File: src/rtl/ldst_seq_pkg.sv
// ldst_seq_pkg: shared state encoding, access-size constants and alignment helpers
package ldst_seq_pkg;
   typedef enum logic [1:0] {ST_IDLE, ST_REQ, ST_WAIT, ST_DRAIN} ldst_state_t;
   localparam logic [1:0] LDST_ORDER_BYTE = 2'd0;
   localparam logic [1:0] LDST_ORDER_HALF = 2'd1;
   localparam logic [1:0] LDST_ORDER_WORD = 2'd2;
   function automatic logic [3:0] func_ldst_bytemask(input logic [1:0] order, input logic [1:0] addr);
      return order == LDST_ORDER_BYTE ? 4'b0001 << addr :
             order == LDST_ORDER_HALF ? (addr[1] ? 4'b1100 : 4'b0011) :
             order == LDST_ORDER_WORD ? 4'b1111 : 4'b0000;
   endfunction
   function automatic logic func_ldst_misaligned(input logic [1:0] order, input logic [1:0] addr);
      return (order == LDST_ORDER_HALF && addr[0]) || (order == LDST_ORDER_WORD && addr != 2'd0) || order == 2'd3;
   endfunction
endpackage

File: src/rtl/ldst_load_align.sv
// ldst_load_align: shifts load response right by whole bytes, then zero-extends to the access size
module ldst_load_align
   import ldst_seq_pkg::*;
(
   input  logic [31:0] data,
   input  logic [1:0]  shift,
   input  logic [1:0]  order,
   output logic [31:0] result
);
   logic [31:0] shifted;
   assign shifted = data >> {shift, 3'b000};
   assign result = order == LDST_ORDER_BYTE ? {24'd0, shifted[7:0]} :
                   order == LDST_ORDER_HALF ? {16'd0, shifted[15:0]} : shifted;
endmodule

File: src/rtl/ldst_bus_sequencer.sv
// ldst_bus_sequencer: one-at-a-time load/store sequencer between execute stage and data-memory bus
module ldst_bus_sequencer
   import ldst_seq_pkg::*;
(
   input  logic        iCLOCK,
   input  logic        inRESET,
   input  logic        iEXE_VALID,
   output logic        oEXE_BUSY,
   input  logic        iEXE_RW,
   input  logic [31:0] iEXE_ADDR,
   input  logic [31:0] iEXE_DATA,
   input  logic [1:0]  iEXE_ORDER,
   input  logic [1:0]  iEXE_LOAD_SHIFT,
   input  logic        iFLUSH,
   output logic        oDATAIO_REQ,
   input  logic        iDATAIO_BUSY,
   output logic        oDATAIO_RW,
   output logic [31:0] oDATAIO_ADDR,
   output logic [31:0] oDATAIO_DATA,
   output logic [1:0]  oDATAIO_ORDER,
   output logic [3:0]  oDATAIO_MASK,
   input  logic        iDATAIO_VALID,
   input  logic [31:0] iDATAIO_DATA,
   output logic        oWB_VALID,
   output logic        oWB_RW,
   output logic [31:0] oWB_DATA,
   output logic        oEXCEPT_ALIGN,
   output logic [31:0] oEXCEPT_ADDR
);
   ldst_state_t state;
   logic [1:0]  load_shift;
   logic [31:0] aligned;

   ldst_load_align u_align (
      .data   (iDATAIO_DATA),
      .shift  (load_shift),
      .order  (oDATAIO_ORDER),
      .result (aligned)
   );

   assign oEXE_BUSY = state != ST_IDLE;

   always_ff @(posedge iCLOCK) begin
      if (!inRESET) begin
         state         <= ST_IDLE;
         load_shift    <= 2'd0;
         oDATAIO_REQ   <= 1'b0;
         oDATAIO_RW    <= 1'b0;
         oDATAIO_ADDR  <= 32'd0;
         oDATAIO_DATA  <= 32'd0;
         oDATAIO_ORDER <= 2'd0;
         oDATAIO_MASK  <= 4'd0;
         oWB_VALID     <= 1'b0;
         oWB_RW        <= 1'b0;
         oWB_DATA      <= 32'd0;
         oEXCEPT_ALIGN <= 1'b0;
         oEXCEPT_ADDR  <= 32'd0;
      end else begin
         oWB_VALID     <= 1'b0;
         oEXCEPT_ALIGN <= 1'b0;
         case (state)
            ST_IDLE: if (iEXE_VALID && !iFLUSH) begin
               oDATAIO_RW    <= iEXE_RW;
               oDATAIO_ADDR  <= iEXE_ADDR;
               oDATAIO_DATA  <= iEXE_DATA;
               oDATAIO_ORDER <= iEXE_ORDER;
               oDATAIO_MASK  <= func_ldst_bytemask(iEXE_ORDER, iEXE_ADDR[1:0]);
               load_shift    <= iEXE_LOAD_SHIFT;
               if (func_ldst_misaligned(iEXE_ORDER, iEXE_ADDR[1:0])) begin
                  oEXCEPT_ALIGN <= 1'b1;
                  oEXCEPT_ADDR  <= iEXE_ADDR;
               end else begin
                  oDATAIO_REQ <= 1'b1;
                  state       <= ST_REQ;
               end
            end
            ST_REQ: if (iFLUSH) begin
               oDATAIO_REQ <= 1'b0;
               state       <= ST_IDLE;
            end else if (!iDATAIO_BUSY) begin
               oDATAIO_REQ <= 1'b0;
               if (oDATAIO_RW) begin
                  oWB_VALID <= 1'b1;
                  oWB_RW    <= 1'b1;
                  oWB_DATA  <= 32'd0;
                  state     <= ST_IDLE;
               end else begin
                  state <= ST_WAIT;
               end
            end
            ST_WAIT: if (iDATAIO_VALID) begin
               oWB_VALID <= !iFLUSH;
               oWB_RW    <= 1'b0;
               oWB_DATA  <= aligned;
               state     <= ST_IDLE;
            end else if (iFLUSH) begin
               state <= ST_DRAIN;
            end
            default: if (iDATAIO_VALID) state <= ST_IDLE;
         endcase
      end
   end
endmodule

File: config.mk
export PLATFORM = sky130hd
export DESIGN_NAME = ldst_bus_sequencer
export DESIGN_NICKNAME = d
export VERILOG_FILES = /design/src/rtl/ldst_seq_pkg.sv /design/src/rtl/ldst_load_align.sv /design/src/rtl/ldst_bus_sequencer.sv
export SDC_FILE = /design/constraint.sdc
export NUM_CORES = 1
export LEC_CHECK = 0
export CELL_PAD_IN_SITES_DETAIL_PLACEMENT = 1
export CELL_PAD_IN_SITES_GLOBAL_PLACEMENT = 2
export CORE_MARGIN = 5
export CORE_UTILIZATION = 22
export CTS_BUF_LIST = sky130_fd_sc_hd__clkbuf_8
export CTS_CLUSTER_SIZE = 12
export DETAILED_ROUTE_END_ITERATION = 7
export PLACE_DENSITY_LB_ADDON = 0.1
export SKIP_LAST_GASP = 1
export SYNTH_ARGS = -nofsm -noshare
export SYNTH_HDL_FRONTEND = slang
export SYNTH_SLANG_ARGS = --single-unit
File: constraint.sdc
create_clock -name iCLOCK -period 1.8 [get_ports iCLOCK]
set_clock_uncertainty 0.1 [all_clocks]
set_input_delay 0.18 -clock iCLOCK [delete_from_list [all_inputs] [get_ports iCLOCK]]
set_output_delay 0.18 -clock iCLOCK [all_outputs]
set_load 0.02 [all_outputs]
; Word-level counts from Yosys, hierarchy flattened
; Index checks and enable logic that the tools add are counted.
[word_totals]
inputBits = 107
word_cells = 85
register_bits = 143
[classes]
mux = 36
n_reduce_logical = 20
n_shift = 2
eq_ne = 14
[op_table]
columns = cell, n
row1 = two-way mux 32 bit, 6
row2 = one-hot mux 32 bit (2 select lines), 1
row3 = right shift 32 x 5 -> 32 bit, 1
row4 = two-way mux 2 bit, 8
row5 = two-way mux 4 bit, 4
row6 = two-way mux 1 bit, 13
row7 = inequality test 2 bit (second input constant), 6
row8 = AND reduction 5 bit, 2
row9 = nonzero test 2 bit, 4
row10 = == test 2 x 1 -> 1 bit (second input constant), 3
row11 = == test 2 bit (second input constant), 3
row12 = zero test 2 bit, 3
row13 = inequality test 3 bit (second input constant), 2
row14 = one-hot mux 1 bit (2 select lines), 3
row15 = one-hot mux 2 bit (3 select lines), 1
row16 = AND reduction 3 bit, 2
row17 = AND reduction 4 bit, 1
row18 = nonzero test 4 bit, 1
row19 = left shift 1 x 2 -> 4 bit (first input constant), 1
row20 = logical AND 1 bit, 3
row21 = logical OR 1 bit, 2
row22 = AND reduction 2 bit, 1
row23 = zero test 1 bit, 1

; Longest topological paths before layout
; Gate-level depths: netlist (run 1).
[logic_depth]
depth_word = 7
ltp_mapped = 8

; By module
; Synthesis (run 1) repeated with hierarchy kept, for this count alone.
[hier_totals]
hier_cells = 691
hier_area_um2 = 5941.9
[modules_own_cells]
columns = mod, area_each_um2, n_inst, cells_each
row1 = ldst_bus_sequencer, 5291.3, 1, 616
row2 = ldst_load_align, 650.6, 1, 75

; Least setup slack after synthesis (run 1)
; Ideal clock, no wire load.
[synth_path]
path_type = register to register
startpoint = register state[0]
endpoint = register oEXCEPT_ADDR[10]
arrival_time_ns = 1.629
n_path_buf = 2
path_stages_with_launch = 9
slack_ns = -0.045
synth_period_minus_slack_ns = 1.845
cell_sequence = dfxtp_1 inv_1 ha_1 nand3b_1 or3_1 clkbuf_1 buf_2 nand2_1 a21boi_1
[synth_via]
elab_chain_len = 2
[synth_lines]
columns = item, line_no
row1 = from (decl), ldst_bus_sequencer.sv:30  ; ldst_state_t state;
row2 = from (signal assigned), ldst_bus_sequencer.sv:45  ; state <= ST_IDLE;
row3 = from (signal assigned), ldst_bus_sequencer.sv:74  ; state <= ST_REQ;
row4 = from (signal assigned), ldst_bus_sequencer.sv:79  ; state <= ST_IDLE;
row5 = zero test 2 bit, ldst_bus_sequencer.sv:61  ; case (state)
row6 = AND reduction 3 bit (no source line), -
row7 = to (signal assigned), ldst_bus_sequencer.sv:71  ; oEXCEPT_ADDR <= iEXE_ADDR;
row8 = to (decl), ldst_bus_sequencer.sv:28  ; output logic [31:0] oEXCEPT_ADDR
; No other way between the ends.
; A chain may end at the register's enable or synchronous reset.

; Final worst setup path (run 1)
[layout_path]
startpoint = register state[0]
endpoint = register oEXCEPT_ADDR[31]
; The elaborated chain is that of the path after synthesis.

==> out/qor.yml, run 1 <==
min_to: "oDATAIO_DATA[29]$_SDFFE_PN0P_"
ant_nets: 0
synth_top_family_by_area: "simple AND/OR/NAND/NOR gates"
r2r-start: "state[0]$_SDFFE_PN0P_"
rows: 60
synth_ff_type: "dfxtp_1"
top_usage_layer: "met2"
grt_max_degree: 70
cp_slowest_cell: "or3_4"
r2r_end: "oEXCEPT_ADDR[31]$_SDFFE_PN0P_"
utilization_pct: 36.7
yosys.area_share.simple_pct: 21.3
fin_crit_sh_pct: 101
wl_per_cell_um: 17.9
fin_nets: 1078
leakage_nw: 3.52
synth-xor-area-share_pct: 0
dpl-instance-area_um2: 9040
numPortBuffers: 246
synth_edf_count: 0
clkLatencyLatePin_ns: 0.43
most-common-layout-cells: "nand2_1 (242), clkdlybuf4s50_1 (241), dfxtp_1 (141)"
grt_pass1_wl_um: 36600
use_met2_pct: 25.8
vias_per_cell: 4.47
ys_async_sr_fraction_pct: 0
synthDominantCellAreaShare_pct: 48.3
fillers: 3052
synth_top_area_cell: "dfxtp_1"
period_minus_slack_ns: 1.82
final_hold_viol_count: 0
worstPathMaxFanout: 13
die_area_um2: 30300
cp_cell_sequence: "inv_4 > ha_4 > nand3b_1 > buf_6 > or3_4 > buf_12 > nand2_1 > a21boi_0"
synthToLayoutAreaGrowth_pct: 65.5
violations: "negative setup slack"
p_per_area_nw_per_um2: 758
use_met3_pct: 5.70
worstHoldStart: "iEXE_DATA[29]"
final_common_cell: "nand2_1"
synth-seq-area-share_pct: 48.3
cts_buffer_depth: 2
met1_usage_pct: 17.4
cts_tree: "done"
synthMuxAreaShare_pct: 4.56
reg2reg_depth: 8
dieHeight_um: 174
rsz0062_at_grt: "yes"
clock-sinks: 143
cp-start-kind: "flip-flop"
syn_nets: 805
ys_warn_count: 0
dp_hpwl_um: 17100
ir_worst_vdd_v: 0.000309
cts_root_buffer: "clkbuf_8"
vias: 5894
wl_um: 23700
outcome: "complete, but fails checks"
grt_antenna_before_repair: 1
grt_pass1_vias: 6567
die_w_um: 174
gp_congestion: 0.769
core_um2: 26700
synth.avg_cell_area_um2: 8.54
track_usage_pct: 15.1
end_kind: "flip-flop"
tightest_slew_ns: 0.533
startpoint: "state[0]$_SDFFE_PN0P_"
maxCapViolations: 0
h-tree-depth: 4
path_clk_slew_ns: 0.09
cts_inserted_buffers: 17
synthTopCellsByArea: "dfxtp_1 (48%), nand2_1 (15%), a21boi_0 (9.1%)"
io_pins: 247
drv_slew: 0
ys_ff_latch: 143
path_class: "flip-flop to flip-flop"
final-setup-viol-count: 22
hp-class: "input port to flip-flop"
max_freq_mhz: 549
stdcell_area_um2: 9810
hold_path_depth: 3
drive_gt1_share_pct: 13.0
relSlewSlack_pct: 64.5
fin_setup_tns_ns: -0.134
setup_slack_ns: -0.0211
netlist_instances: 694
post-route-drc-count: 0
start_util_pct: 22.2
synth.cell_area_um2: 5930
grt_overflow: 0
arrival_ns: 2.04
antenna_cells: 0
synth_compound_area_share_pct: 20.9
worstPathRequired_ns: 2.02
ff2ff_setup_slack_ns: -0.02
drtIter0Drc: 141
synth_fa_ha_area_share_pct: 0.844
synth_cell_types: 37
dr.pass1.iters: 4
critical_path.max_stage_delay_ns: 0.40
critical path: cells and delay by family, from the launching register on:
kind,cells,cell delay [ns]
AO/OA/AOI/OAI,1,0.07
adder cells (fa/ha/maj),1,0.13
buffers and inverters,3,0.42
flip-flops,1,0.37
AND/OR/NAND/NOR,3,0.62
sequential cells by signal, summed over array words and instances, names as in the netlist:
signal / count
oWB_VALID: 1
oDATAIO_REQ: 1
oDATAIO_RW: 1
oDATAIO_ADDR: 32
state: 2
oDATAIO_MASK: 4
oWB_RW: 1
oDATAIO_DATA: 32
oEXCEPT_ALIGN: 1
load_shift: 2
oDATAIO_ORDER: 2
oWB_DATA: 32
oEXCEPT_ADDR: 32
power by group:
part           switching [mW]  total, mW  internal [mW]
Combinational           0.702       1.44          0.740
Clock                    1.35       2.61           1.27
Sequential             0.0806       3.38           3.30
Total                    2.13       7.43           5.30
logic make-up (layout without fill, tap and decap cells):
kind of cell / Yosys count / after routing
simple gates: 301 / 301
compound gates: 164 / 164
flops: 143 / 143
buf+inv: 56 / 340
mux: 26 / 26
fa+ha+maj: 4 / 4
routing by layer:
layer	up-vias	wire, µm
met5	-	13
met1	2826	9940
li1	2871	-
met2	170	11500
met3	25	1830
met4	2	388
Yosys cell counts, types with 2 or more instances:
cell	number
o21ai_0	5
and2_1	3
nand2_1	242
nor2b_1	14
inv_1	4
clkbuf_1	28
nand3_1	17
o211a_1	5
mux2i_1	18
ha_1	4
nand2b_1	2
a21boi_1	45
nand3b_1	3
buf_1	3
dfxtp_1	143
a21oi_1	7
or2_2	2
o2bb2ai_1	8
mux2_2	8
or3_1	9
a21boi_0	72
o211ai_1	2
nor3_1	3
nor2_1	2
buf_2	19
a22oi_1	8
o2111ai_1	8
stage by stage:
step	cells	worst slack, ns	hold WS, ns	total power [mW]
after floorplan	694	-0.00402	0.157	4.03
after global placement	1276	-0.195	0.342	4.79
after detailed placement	1276	-0.230	0.349	4.82
after CTS	1316	-0.0326	0.147	7.55
after global routing	1319	-0.0970	0.162	7.83
final	1319	-0.0211	0.189	7.43
what timing repair did:
item | in CTS | in global routing
endpoints found under the setup margin | 44 | 107
setup buffers | 8 | 2
hold endpoints to repair | 17 | 0
hold buffers | 1 | 0
resized for setup | 22 | 32
gates cloned | 1 | 3
pin swaps | 1 | 20
layout make-up:
type,instances,area [µm²],share of cell area (%)
clock inverter,12,135,1.38
sequential,143,2870,29.3
timing repair buffer,306,3140,32.0
multi-input combinational,495,2970,30.2
tap,341,427,4.35
inverter,4,20.0,0.204
clock buffer,18,248,2.53
worst max-delay path by stage:
| stage | depth (start not counted) | slack, ns | end |
|---|---|---|---|
| floorplan | 8 | -0.004 | oEXCEPT_ADDR[10]$_SDFFE_PN0P_ |
| global placement | 6 | -0.20 | oEXCEPT_ADDR[0]$_SDFFE_PN0P_ |
| detailed placement | 6 | -0.23 | oEXCEPT_ADDR[0]$_SDFFE_PN0P_ |
| CTS | 7 | -0.03 | oWB_DATA[18]$_SDFFE_PN0P_ |
| global route | 8 | -0.1 | oEXCEPT_ADDR[2]$_SDFFE_PN0P_ |
| finish | 8 | -0.02 | oEXCEPT_ADDR[31]$_SDFFE_PN0P_ |
No activity file was read; power rests on OpenSTA's default activity.
==> run 2, diff against run 1 <==
Settings changed: CELL_PAD_IN_SITES_DETAIL_PLACEMENT 1 to default, CELL_PAD_IN_SITES_GLOBAL_PLACEMENT 2 to default, CORE_UTILIZATION 22 to 40, PLACE_DENSITY from default to 0.79, PLACE_DENSITY_LB_ADDON 0.1 to default, SKIP_CTS_REPAIR_TIMING from default to 1.
==> out/qor.yml, run 2 (same netlist as run 1, synthesis figures left out) <==
outcome: "finished clean"
grt_overflow: 0  # unchanged
p_seq_share_pct: 46.7  # +1.3 points
core_um2: 14500  # -46%
end_kind: "flip-flop"
fin_nets: 1071  # -0.65%
vias: 5786  # -1.8%
grt_pass1_wl_um: 29600  # -19%
die_area_um2: 17400  # -43%
final_hold_viol_count: 0  # unchanged
h-tree-depth: 4  # unchanged
swShare_pct: 27.1  # -1.5 points
dp_hpwl_um: 13800  # -19%
power_switching_mw: 1.96  # -8.0%
maxCapViolations: 0  # unchanged
utilization_pct: 65.3  # +29 points
cts_tree: "done"
stdcell_area_um2: 9490  # -3.2%
finalPower_mw: 7.21  # -2.9%
cts_inserted_buffers: 17  # unchanged
start_util_pct: 40.8  # +19 points
arrival_ns: 2.08  # +0.04 ns
tightest_slew_ns: 0.704  # +0.171 ns
whs_ns: 0.0189  # -0.170 ns
ant_nets: 0  # unchanged
rsz0062_at_grt: "yes"
fin_setup_tns_ns: 0  # +0.134 ns
internal-power_mw: 5.25  # -0.91%
most-common-layout-cells: "nand2_1 (240), clkdlybuf4s50_1 (237), dfxtp_1 (141)"
cp_cell_sequence: "inv_4 > ha_4 > nand4bb_1 > a21o_4 > buf_12 > or3_4 > a21boi_2"
worstPathMaxFanout: 7  # -6
p_per_area_nw_per_um2: 760  # +0.27%
final_common_cell: "nand2_1"
clkLatencyLatePin_ns: 0.45  # +0.02 ns
p_comb_share_pct: 19.2  # -0.2 points
grt_antenna_before_repair: 0  # -1
relSlewSlack_pct: 53.0  # -11 points
drive_gt1_share_pct: 12.1  # -0.85 points
path_clk_slew_ns: 0.07  # -0.02 ns
vias_per_cell: 5.01  # +12%
drv_slew: 0  # unchanged
critical_path.max_stage_delay_ns: 0.37  # -0.03 ns
ir_worst_vdd_v: 0.000504  # +63%
wl_per_cell_um: 16.8  # -6.3%
worstPathRequired_ns: 2.09  # +0.07 ns
path_class: "flip-flop to flip-flop"
stdcell_count: 1156  # -12%
grt_max_degree: 58  # -17%
fillers: 1196  # -61%
max_freq_mhz: 561  # +2.1%
drtIter0Drc: 269  # +91%
cts_root_buffer: "clkbuf_8"
setup_slack_ns: 0.0161  # +0.0372 ns
leakage_nw: 3.58  # +1.7%
dr.pass1.iters: 4  # unchanged
final-setup-viol-count: 0  # -100%
period_minus_slack_ns: 1.78  # -0.0372 ns
fin_crit_sh_pct: 99.1  # -2.1 points
post-route-drc-count: 0  # unchanged
track_usage_pct: 21.0  # +6.0 points
numPortBuffers: 246  # unchanged
cp_slowest_cell: "dfxtp_4"
cts_buffer_depth: 2  # unchanged
placed_cells: 1114  # -13%
io_pins: 247  # unchanged
cp-start-kind: "flip-flop"
p_clk_share_pct: 34.0  # -1.1 points
antenna_cells: 0  # unchanged
gp_congestion: 0.836  # +8.7%
dieHeight_um: 132  # -24%
dpl-instance-area_um2: 8820  # -2.4%
hp-class: "input port to flip-flop"
die_w_um: 132  # -24%
pre_cts_slack_ns: -0.145  # +0.0856 ns
wl_um: 19400  # -18%
clock-sinks: 143  # unchanged
rows: 44  # -27%
grt_pass1_vias: 5704  # -13%
synthToLayoutAreaGrowth_pct: 60.2
[run 2: changes by cell type in the layout (fill, tap and decap cells not counted), sizes merged]
cell | previous run | this run
clkinvlp | 1 | 2
clkdlybuf4s50 | 241 | 237
buf | 58 | 51
clkinv | 6 | 7
inv | 7 | 6
dlygate4sd2 | 3 | 0
dlygate4sd3 | 1 | 0
dlymetal6s2s | 0 | 8
[run 2: path summary, 6_finish.rpt]
check	from	endpoint	slack, ns	cells past startpoint
min	inRESET	oWB_VALID$_SDFF_PN0_	0.02	3
max	state[1]$_SDFFE_PN0P_	oWB_DATA[19]$_SDFFE_PN0P_	0.02	7
min reg2reg	oEXCEPT_ADDR[5]$_SDFFE_PN0P_	oEXCEPT_ADDR[5]$_SDFFE_PN0P_	0.35	2
max reg2reg	state[1]$_SDFFE_PN0P_	oWB_DATA[19]$_SDFFE_PN0P_	0.02	7
[run 2: area by class of cell]
type	count	area, µm²	area share, %
clock inverter	13	125	1.32
timing repair buffer	299	3070	32.3
inverter	4	20.0	0.211
tap	184	230	2.43
multi-input combinational	495	2930	30.9
sequential	143	2870	30.2
clock buffer	18	248	2.61
[run 2: power groups by stage]
stage | clock network (mW) | registers (mW) | logic, mW
floorplan | 0 | 3.59 | 0.438
global placement | 0 | 3.44 | 1.32
detailed placement | 0 | 3.44 | 1.33
CTS | 2.50 | 3.37 | 1.34
global route | 2.67 | 3.39 | 1.49
finish | 2.45 | 3.37 | 1.39
[run 2: critical path, delay by kind of cell, from the launching register on]
family / cells / cell delay [ns]
adders and majority gates: 1 / 0.13
DFF: 1 / 0.37
AOI/OAI and AO/OA: 2 / 0.38
buffers and inverters: 2 / 0.21
and+or+nand+nor: 2 / 0.52
[run 2: metal layers]
layer	GRT usage, %	routed length [µm]
met1	23.2	7610
met2	34.3	9300
met3	10.9	2040
met4	8.63	480
met5	0	0
